--- src/rtl/systolic_ctrl_pkg.sv ---
// Shared types and default geometry for the systolic array sequencer.
package systolic_ctrl_pkg;

  typedef enum logic [2:0] {
    IDLE,
    CLEAR,
    FEED,
    DRAIN,
    WAIT,
    EMIT
  } state_e;

  localparam int DEF_ROWS = 3;
  localparam int DEF_COLS = 4;
  localparam int DEF_K_W  = 8;
  localparam int DEF_TMO  = 255;

  // Skew pipeline depth: last operand needs ROWS+COLS-2 extra hops to reach the far corner.
  function automatic int drain_cycles(input int rows, input int cols);
    return rows + cols - 2;
  endfunction

  localparam int DRAIN_CYCLES = drain_cycles(DEF_ROWS, DEF_COLS);
  localparam int NUM_MAC      = DEF_ROWS * DEF_COLS;

endpackage

--- src/rtl/systolic_ctrl_done_tracker.sv ---
// Sticky per-MAC done mask; all_done also looks at this cycle's flags so a
// late bit is honoured without an extra cycle of latency.
module done_tracker #(
  parameter int N = 12
) (
  input  logic         clk,
  input  logic         reset,
  input  logic         i_clr,
  input  logic         i_cap,
  input  logic [N-1:0] i_mac_done,
  output logic         o_all_done
);

  logic [N-1:0] r_mask;

  // Accumulate done flags while a job is in its compute phases.
  always_ff @(posedge clk) begin
    if (reset || i_clr) r_mask <= '0;
    else if (i_cap)     r_mask <= r_mask | i_mac_done;
  end

  assign o_all_done = &(r_mask | i_mac_done);

endmodule

--- src/rtl/systolic_ctrl.sv ---
// Job sequencer for the systolic MAC array: clear, feed K beats, drain the
// skew, wait on every MAC unit (with timeout), then stream result rows.
module systolic_ctrl
  import systolic_ctrl_pkg::*;
#(
  parameter int ROWS = DEF_ROWS,
  parameter int COLS = DEF_COLS,
  parameter int K_W  = DEF_K_W,
  parameter int TMO  = DEF_TMO
) (
  input  logic                                clk,
  input  logic                                reset,
  input  logic                                start,
  input  logic [K_W-1:0]                      k_len,
  output logic                                busy,
  output logic                                mac_clr,
  output logic                                feed_valid,
  output logic [K_W-1:0]                      feed_idx,
  input  logic [ROWS*COLS-1:0]                mac_done,
  output logic                                en_y,
  output logic                                out_valid,
  input  logic                                out_ready,
  output logic [((ROWS>1)?$clog2(ROWS):1)-1:0] out_row,
  output logic                                job_done,
  output logic                                err
);

  // Requires ROWS+COLS > 2 so the drain phase is at least one cycle.
  localparam int L_DRAIN = drain_cycles(ROWS, COLS);
  localparam int L_NMAC  = ROWS * COLS;
  localparam int L_DR_W  = (L_DRAIN > 1) ? $clog2(L_DRAIN) : 1;
  localparam int L_TMO_W = $clog2(TMO + 1);
  localparam int L_ROW_W = (ROWS > 1) ? $clog2(ROWS) : 1;

  state_e               r_state, w_next;
  logic [K_W-1:0]       r_k;
  logic [K_W-1:0]       r_cnt;
  logic [L_DR_W-1:0]    r_drain;
  logic [L_TMO_W-1:0]   r_tmo;
  logic [L_ROW_W-1:0]   r_row;
  logic                 r_err, r_job_done;

  logic w_all_done, w_accept, w_feed_last, w_drain_last, w_tmo_hit, w_row_last;
  logic w_start_ok, w_start_bad, w_clr, w_cap;

  assign w_start_ok   = (r_state == IDLE) && start && (k_len != '0);
  assign w_start_bad  = (r_state == IDLE) && start && (k_len == '0);
  assign w_feed_last  = (r_cnt == r_k - K_W'(1));
  assign w_drain_last = (r_drain == L_DR_W'(L_DRAIN - 1));
  assign w_tmo_hit    = (r_tmo == L_TMO_W'(TMO - 1));
  assign w_row_last   = (r_row == L_ROW_W'(ROWS - 1));
  assign w_accept     = (r_state == EMIT) && out_ready;
  assign w_clr        = (r_state == CLEAR);
  assign w_cap        = (r_state == FEED) || (r_state == DRAIN) || (r_state == WAIT);

  done_tracker #(.N(L_NMAC)) u_done (
    .clk        (clk),
    .reset      (reset),
    .i_clr      (w_clr),
    .i_cap      (w_cap),
    .i_mac_done (mac_done),
    .o_all_done (w_all_done)
  );

  // State register.
  always_ff @(posedge clk) begin
    if (reset) r_state <= IDLE;
    else       r_state <= w_next;
  end

  // Next-state decode.
  always_comb begin
    w_next = r_state;
    case (r_state)
      IDLE:  if (w_start_ok) w_next = CLEAR;
      CLEAR: w_next = FEED;
      FEED:  if (w_feed_last) w_next = DRAIN;
      DRAIN: if (w_drain_last) w_next = WAIT;
      WAIT:  if (w_all_done) w_next = EMIT;
             else if (w_tmo_hit) w_next = IDLE;
      EMIT:  if (w_accept && w_row_last) w_next = IDLE;
      default: w_next = IDLE;
    endcase
  end

  // Phase counters and registered event pulses; counters idle at zero.
  always_ff @(posedge clk) begin
    if (reset) begin
      r_k        <= '0;
      r_cnt      <= '0;
      r_drain    <= '0;
      r_tmo      <= '0;
      r_row      <= '0;
      r_err      <= 1'b0;
      r_job_done <= 1'b0;
    end else begin
      r_err      <= w_start_bad || ((r_state == WAIT) && !w_all_done && w_tmo_hit);
      r_job_done <= w_accept && w_row_last;
      if (w_start_ok) r_k <= k_len;
      r_cnt   <= ((r_state == FEED) && !w_feed_last) ? r_cnt + K_W'(1) : '0;
      r_drain <= ((r_state == DRAIN) && !w_drain_last) ? r_drain + L_DR_W'(1) : '0;
      r_tmo   <= (r_state == WAIT) ? r_tmo + L_TMO_W'(1) : '0;
      if (r_state != EMIT)  r_row <= '0;
      else if (w_accept)    r_row <= w_row_last ? '0 : r_row + L_ROW_W'(1);
    end
  end

  assign busy       = (r_state != IDLE);
  assign mac_clr    = (r_state == CLEAR);
  assign feed_valid = (r_state == FEED);
  assign feed_idx   = (r_state == FEED) ? r_cnt : '0;
  assign en_y       = (r_state == EMIT);
  assign out_valid  = (r_state == EMIT);
  assign out_row    = (r_state == EMIT) ? r_row : '0;
  assign job_done   = r_job_done;
  assign err        = r_err;

endmodule

--- config.mk ---
export PLATFORM = sky130hd
export DESIGN_NAME = systolic_ctrl
export DESIGN_NICKNAME = d
export VERILOG_FILES = /design/src/rtl/systolic_ctrl_pkg.sv /design/src/rtl/systolic_ctrl_done_tracker.sv /design/src/rtl/systolic_ctrl.sv
export SDC_FILE = /design/constraint.sdc
export NUM_CORES = 1
export LEC_CHECK = 0
export CELL_PAD_IN_SITES_DETAIL_PLACEMENT = 0
export CELL_PAD_IN_SITES_GLOBAL_PLACEMENT = 1
export CORE_ASPECT_RATIO = 1.5
export CORE_MARGIN = 5
export CORE_UTILIZATION = 41
export CTS_CLUSTER_SIZE = 8
export DETAILED_ROUTE_END_ITERATION = 10
export GPL_ROUTABILITY_DRIVEN = 1
export PLACE_DENSITY_LB_ADDON = 0.1
export SLEW_MARGIN = 20
export SYNTH_ARGS = -nofsm -noshare
export SYNTH_HDL_FRONTEND = slang
export SYNTH_SLANG_ARGS = --single-unit
--- constraint.sdc ---
create_clock -name clk -period 4.3 [get_ports clk]
set_input_delay 0.43 -clock clk [delete_from_list [all_inputs] [get_ports clk]]
set_output_delay 0.43 -clock clk [all_outputs]
set_load 0.01 [all_outputs]
# After elaboration in Yosys (flattened, before gate mapping)
# Index checks and enable logic that the tools add are counted.
[totals] register_bits=46 inputBits=24 word_cells=69
[op_classes] add_sub_neg=5 eq_ne=15 mux=10 n_bitwise=4 reduce_logical=26
[ops] operator="$mux 3" n=6
[ops] operator="$pmux 3 s6" n=1
[ops] operator="$add 8x1->8 const B" n=2
[ops] operator="$or 12x12->12" n=1
[ops] operator="$reduce_and 12->1" n=1
[ops] operator="$eq 3x3->1 const B" n=3
[ops] operator="$logic_and 1x1->1" n=9
[ops] operator="$eq 8x8->1" n=1
[ops] operator="$eq 8x8->1 const B" n=1
[ops] operator="$logic_not 8->1" n=1
[ops] operator="$mux 8" n=1
[ops] operator="$reduce_bool 8->1" n=1
[ops] operator="$reduce_or 2->1" n=4
[ops] operator="$sub 8x1->8 const B" n=1
[ops] operator="$eq 3x2->1 const B" n=2
[ops] operator="$ne 3x3->1 const B" n=2
[ops] operator="$reduce_and 5->1" n=1
[ops] operator="$logic_or 1x1->1" n=4
[ops] operator="$mux 2" n=2
[ops] operator="$ne 2x1->1 const B" n=2
[ops] operator="$ne 2x2->1 const B" n=2
[ops] operator="$add 3x1->3 const B" n=1
[ops] operator="$eq 3x1->1 const B" n=1
[ops] operator="$logic_not 1->1" n=3
[ops] operator="5 further kinds" n=7

# Longest topological paths before layout
[depth] word_depth=6 ltp_mapped=10 depth_no_buf=8

# By module
# Synthesis repeated with hierarchy kept, for this count alone.
[unflattened] cells_unflattened=263 hier_area_um2=2223.4
[by_module_without_submodules] module="systolic_ctrl" instances=1 cells_per_inst=214 area_each_um2=1798.0 seq_area_each_um2=680.7
[by_module_without_submodules] module="done_tracker" instances=1 cells_per_inst=49 area_each_um2=425.4 seq_area_each_um2=240.2

# Least setup slack after synthesis
# No wires, ideal clock.
[synth_path] kind="reg-to-reg" startpoint="reg r_k[0]" endpoint="reg r_cnt[3]" setup_ns=0.062 arrival_ns=1.932 path_slack_ns=2.306 stages_incl_launch_ff=11 synth_period_minus_slack_ns=1.994 cell_sequence="dfxtp_1 inv_1 ha_1 buf_1 xnor2_1 a221oi_1 a41oi_1 a211oi_2 or4_1 buf_6 nor2_2"
[synth_via] elab_chain_len=6
[synth_rtl] item="start, declared" line_no="systolic_ctrl.sv:36" source="logic [K_W-1:0] r_k;"
[synth_rtl] item="start signal, assigned" line_no="systolic_ctrl.sv:99" source="if (w_start_ok) r_k <= k_len;"
[synth_rtl] item="$sub 8x1->8" line_no="systolic_ctrl.sv:48" source="assign w_feed_last = (r_cnt == r_k - K_W'(1));"
[synth_rtl] item="$eq 8x8->1" line_no="systolic_ctrl.sv:48"
[synth_rtl] item="$logic_not 1->1" line_no="systolic_ctrl.sv:100" source="r_cnt <= ((r_state == FEED) && !w_feed_last) ? r_cnt + K_W'(1) : '0;"
[synth_rtl] item="$logic_and 1x1->1" line_no="systolic_ctrl.sv:100"
[synth_rtl] item="$not 1->1 (no source line)"
[synth_rtl] item="$reduce_or 2->1 (no source line)"
[synth_rtl] item="end signal, assigned" line_no="systolic_ctrl.sv:100"
[synth_rtl] item="end, declared" line_no="systolic_ctrl.sv:37" source="logic [K_W-1:0] r_cnt;"
# No other way between the ends.
# A chain may end at the register's enable or synchronous reset.

# Final worst setup path
[layout_path] startpoint="reg r_state[2]" endpoint="out feed_idx[2]"
[layout_via] elab_chain_len=2
[layout_rtl] item="start, declared" line_no="systolic_ctrl.sv:35" source="state_e r_state, w_next;"
[layout_rtl] item="start signal, assigned" line_no="systolic_ctrl.sv:68" source="else r_state <= w_next;"
[layout_rtl] item="$eq 3x2->1" line_no="systolic_ctrl.sv:111" source="assign feed_idx = (r_state == FEED) ? r_cnt : '0;"
[layout_rtl] item="$mux 8" line_no="systolic_ctrl.sv:111"
[layout_rtl] item="end, declared" line_no="systolic_ctrl.sv:18" source="output logic [K_W-1:0] feed_idx,"
# No other way between the ends.

==> results.txt <==
Clock latency on the worst-skew pair - 0.30 ns
Pre-antenna DRT Iters - 4
Routed Antenna Nets - 0
Minimum clock period - 2.66 ns
Global Route Usage Sum - 14.1%
Final GP Congestion - 0.781
I/O Buffers - 40
Rel. slew slack - 47.0%
Cts hold-fix bufs - 0
Largest net degree at the start of global routing - 22
Slew Limit Fails - 0
Syn Nets - 292
Setup CP Type - reg -> out
GRT overflow - 0
Worst hold-check path type - reg -> reg
Die area - 7040 sq um
Starting Density - 41.5%
Placed cell area - 2640 sq um
IO Count - 41
Setup Skew - 0.0132 ns
Max VDD drop - 0.227 mV
Distinct cell type count after synthesis - 45
Worst Hold Depth - 1
Area growth from synthesis to final layout - 22.9%
Vias in the first global route - 1759
DR WL/cell - 12.7 microns
Critical path launch point type - flip-flop
Hold WS - 0.464 ns
Die width - 70.2 microns
Final wirelength - 4660 microns
Fin Setup TNS - 0 ns
Post-CTS Resized - 0
Layout cell share with drive strength beyond 1 - 8.39%
Mean Syn Cell Area - 8.51 sq um
Synth warn - 0
Mapped Area - 2230 sq um
DRC errors left - 0
Die height - 100 microns
FF-to-FF path depth - 8
Status - completed
CTS clk-pin slew, worst paths - 0.09 ns
Total core area - 5370 sq um
Crit-path max FO - 11
Clk buf depth - 2
Largest area contributor in the netlist - dfxtp_1
Diodes inserted - 0
Final hold violations - 0
DP Wirelength - 3610 microns
Cell area power density - 489 nW/um^2
Net count, final - 327
Register area share after synthesis - 41.3%
Via density - 4.99
Fin area - 2740 sq um
CP arrival - 2.23 ns
CTS root buf - clkbuf_8
Unrepaired setup endpoints after global routing - no
Cts bufs inserted - 5
Synth top area share - 41.3%
Synth Register Bits - 46
Core Rows - 33
CTS tree - yes
Critical Path RT - 3.87 ns
Max-cap violations - 0
CP Capture Type - output pin
Slew of the pin with the lowest slew margin - 0.793 ns
Ranking of synthesized cells by area - dfxtp_1, nor2_1, a21oi_1, xnor2_1, xor2_1
Setup violators final - 0
Clock sinks - 46
# Post-CTS Setup Buffers - 0
Mapped Cells - 262
Leak pwr - 0.000982 uW
Initial DRC Count - 54
Peak Freq - 0.376 GHz
First-pass GRT wire length - 7990 microns
Via count - 1838
H-tree depth - 2
Initial antenna violation count - 0
Final Cycle Share - 61.9%
-- cell usage after synthesis, drive strengths merged --
| cell type | number |
|---|---|
| and2 | 11 |
| buf | 8 |
| nor3b | 1 |
| o21ai | 2 |
| a41oi | 1 |
| or2 | 3 |
| nor4 | 4 |
| nor3 | 9 |
| a2111oi | 1 |
| o22a | 1 |
| a22oi | 3 |
| inv | 9 |
| o22ai | 6 |
| nand4b | 2 |
| nor2 | 43 |
| a221oi | 1 |
| nand2 | 21 |
| nand3b | 4 |
| or2b | 1 |
| a21o | 1 |
| clkbuf | 4 |
| xor2 | 10 |
| and3 | 4 |
| a211oi | 3 |
| nand4 | 1 |
| and4 | 1 |
| o21ba | 1 |
| dfxtp | 46 |
| xnor2 | 13 |
| nand3 | 12 |
| ha | 6 |
| or4 | 1 |
| a21oi | 24 |
| nor2b | 3 |
| nand2b | 1 |
-- logic make-up after synthesis --
| logic type | share of synthesized area (%) |
|---|---|
| compound gates | 12.4 |
| xor+xnor | 9.04 |
| fa+ha+maj | 3.37 |
| buf+inv | 4.94 |
| flops | 41.3 |
| simple gates | 28.9 |
-- final timing paths --
path	slack (ns)	startpoint	end
max	1.64	r_state[2]$_SDFFE_PP0P_	feed_idx[2]
min	0.46	r_drain[0]$_SDFF_PP0_	r_drain[0]$_SDFF_PP0_
max reg2reg	1.95	r_k[0]$_SDFFE_PP0P_	r_cnt[3]$_SDFF_PP0_
min reg2reg	0.46	r_drain[0]$_SDFF_PP0_	r_drain[0]$_SDFF_PP0_
-- report_power, final --
group | switching [uW] | internal, uW
Clock | 150 | 132
Sequential | 79.3 | 497
Combinational | 264 | 217
Total | 493 | 846
-- sequential cells by signal, summed over array words and instances, names as in the netlist --
signal,count
u_done.r_mask,12
r_state,3
r_k,8
r_tmo,8
r_drain,3
r_cnt,8
r_row,2
job_done,1
err,1
-- worst max-delay path, stage by stage, from the launching register on --
cell and delay [ns]:
dfxtp_1 0.41, or2b_2 0.35, nor2_1 0.44, and2_1 0.21, clkdlybuf4s50_1 0.53
-- per-layer routing --
layer	up-vias	wire length (microns)	part of all wire (%)	global-route usage, %
met5	-	0	0	0
met4	0	69	1.5	5.31
met3	6	171	3.7	3.01
met2	28	2550	55	26.4
met1	848	1880	40	15.3
li1	956	-	-	-
-- cells in the final DEF, fill, tap and decap left out, types with 4 or more instances in the layout --
cell type and n:
a21oi_1 24, and2_1 11, and3_1 4, clkbuf_8 6
clkdlybuf4s50_1 40, dfxtp_1 46, ha_1 6, inv_1 9
nand2_1 21, nand3_1 12, nand3b_1 4, nor2_1 34
nor2_2 7, nor3_1 8, o22ai_1 6, xnor2_1 13
xor2_1 10
-- layout make-up --
| type | instances | area (sq um) |
|---|---|---|
| Clock buffer | 6 | 82.6 |
| Timing Repair Buffer | 40 | 400 |
| Fill cell | 559 | 2630 |
| Clock inverter | 2 | 16.3 |
| Tap cell | 70 | 87.6 |
| Multi-Input combinational cell | 195 | 1200 |
| Sequential cell | 46 | 921 |
| Inverter | 9 | 33.8 |
-- stage by stage --
stage                     utilization (%)  std cells  power (uW)  setup WS, ns
final                                51.0        368        1340          1.64
after global routing                 51.0        368        1460          1.44
after CTS                            51.0        368        1360          1.60
after detailed placement             49.2        360        1080          1.91
after global placement               49.2        360        1070          1.91
after floorplan                         -        262         949          2.31
No activity file was read; power rests on OpenSTA's default activity.
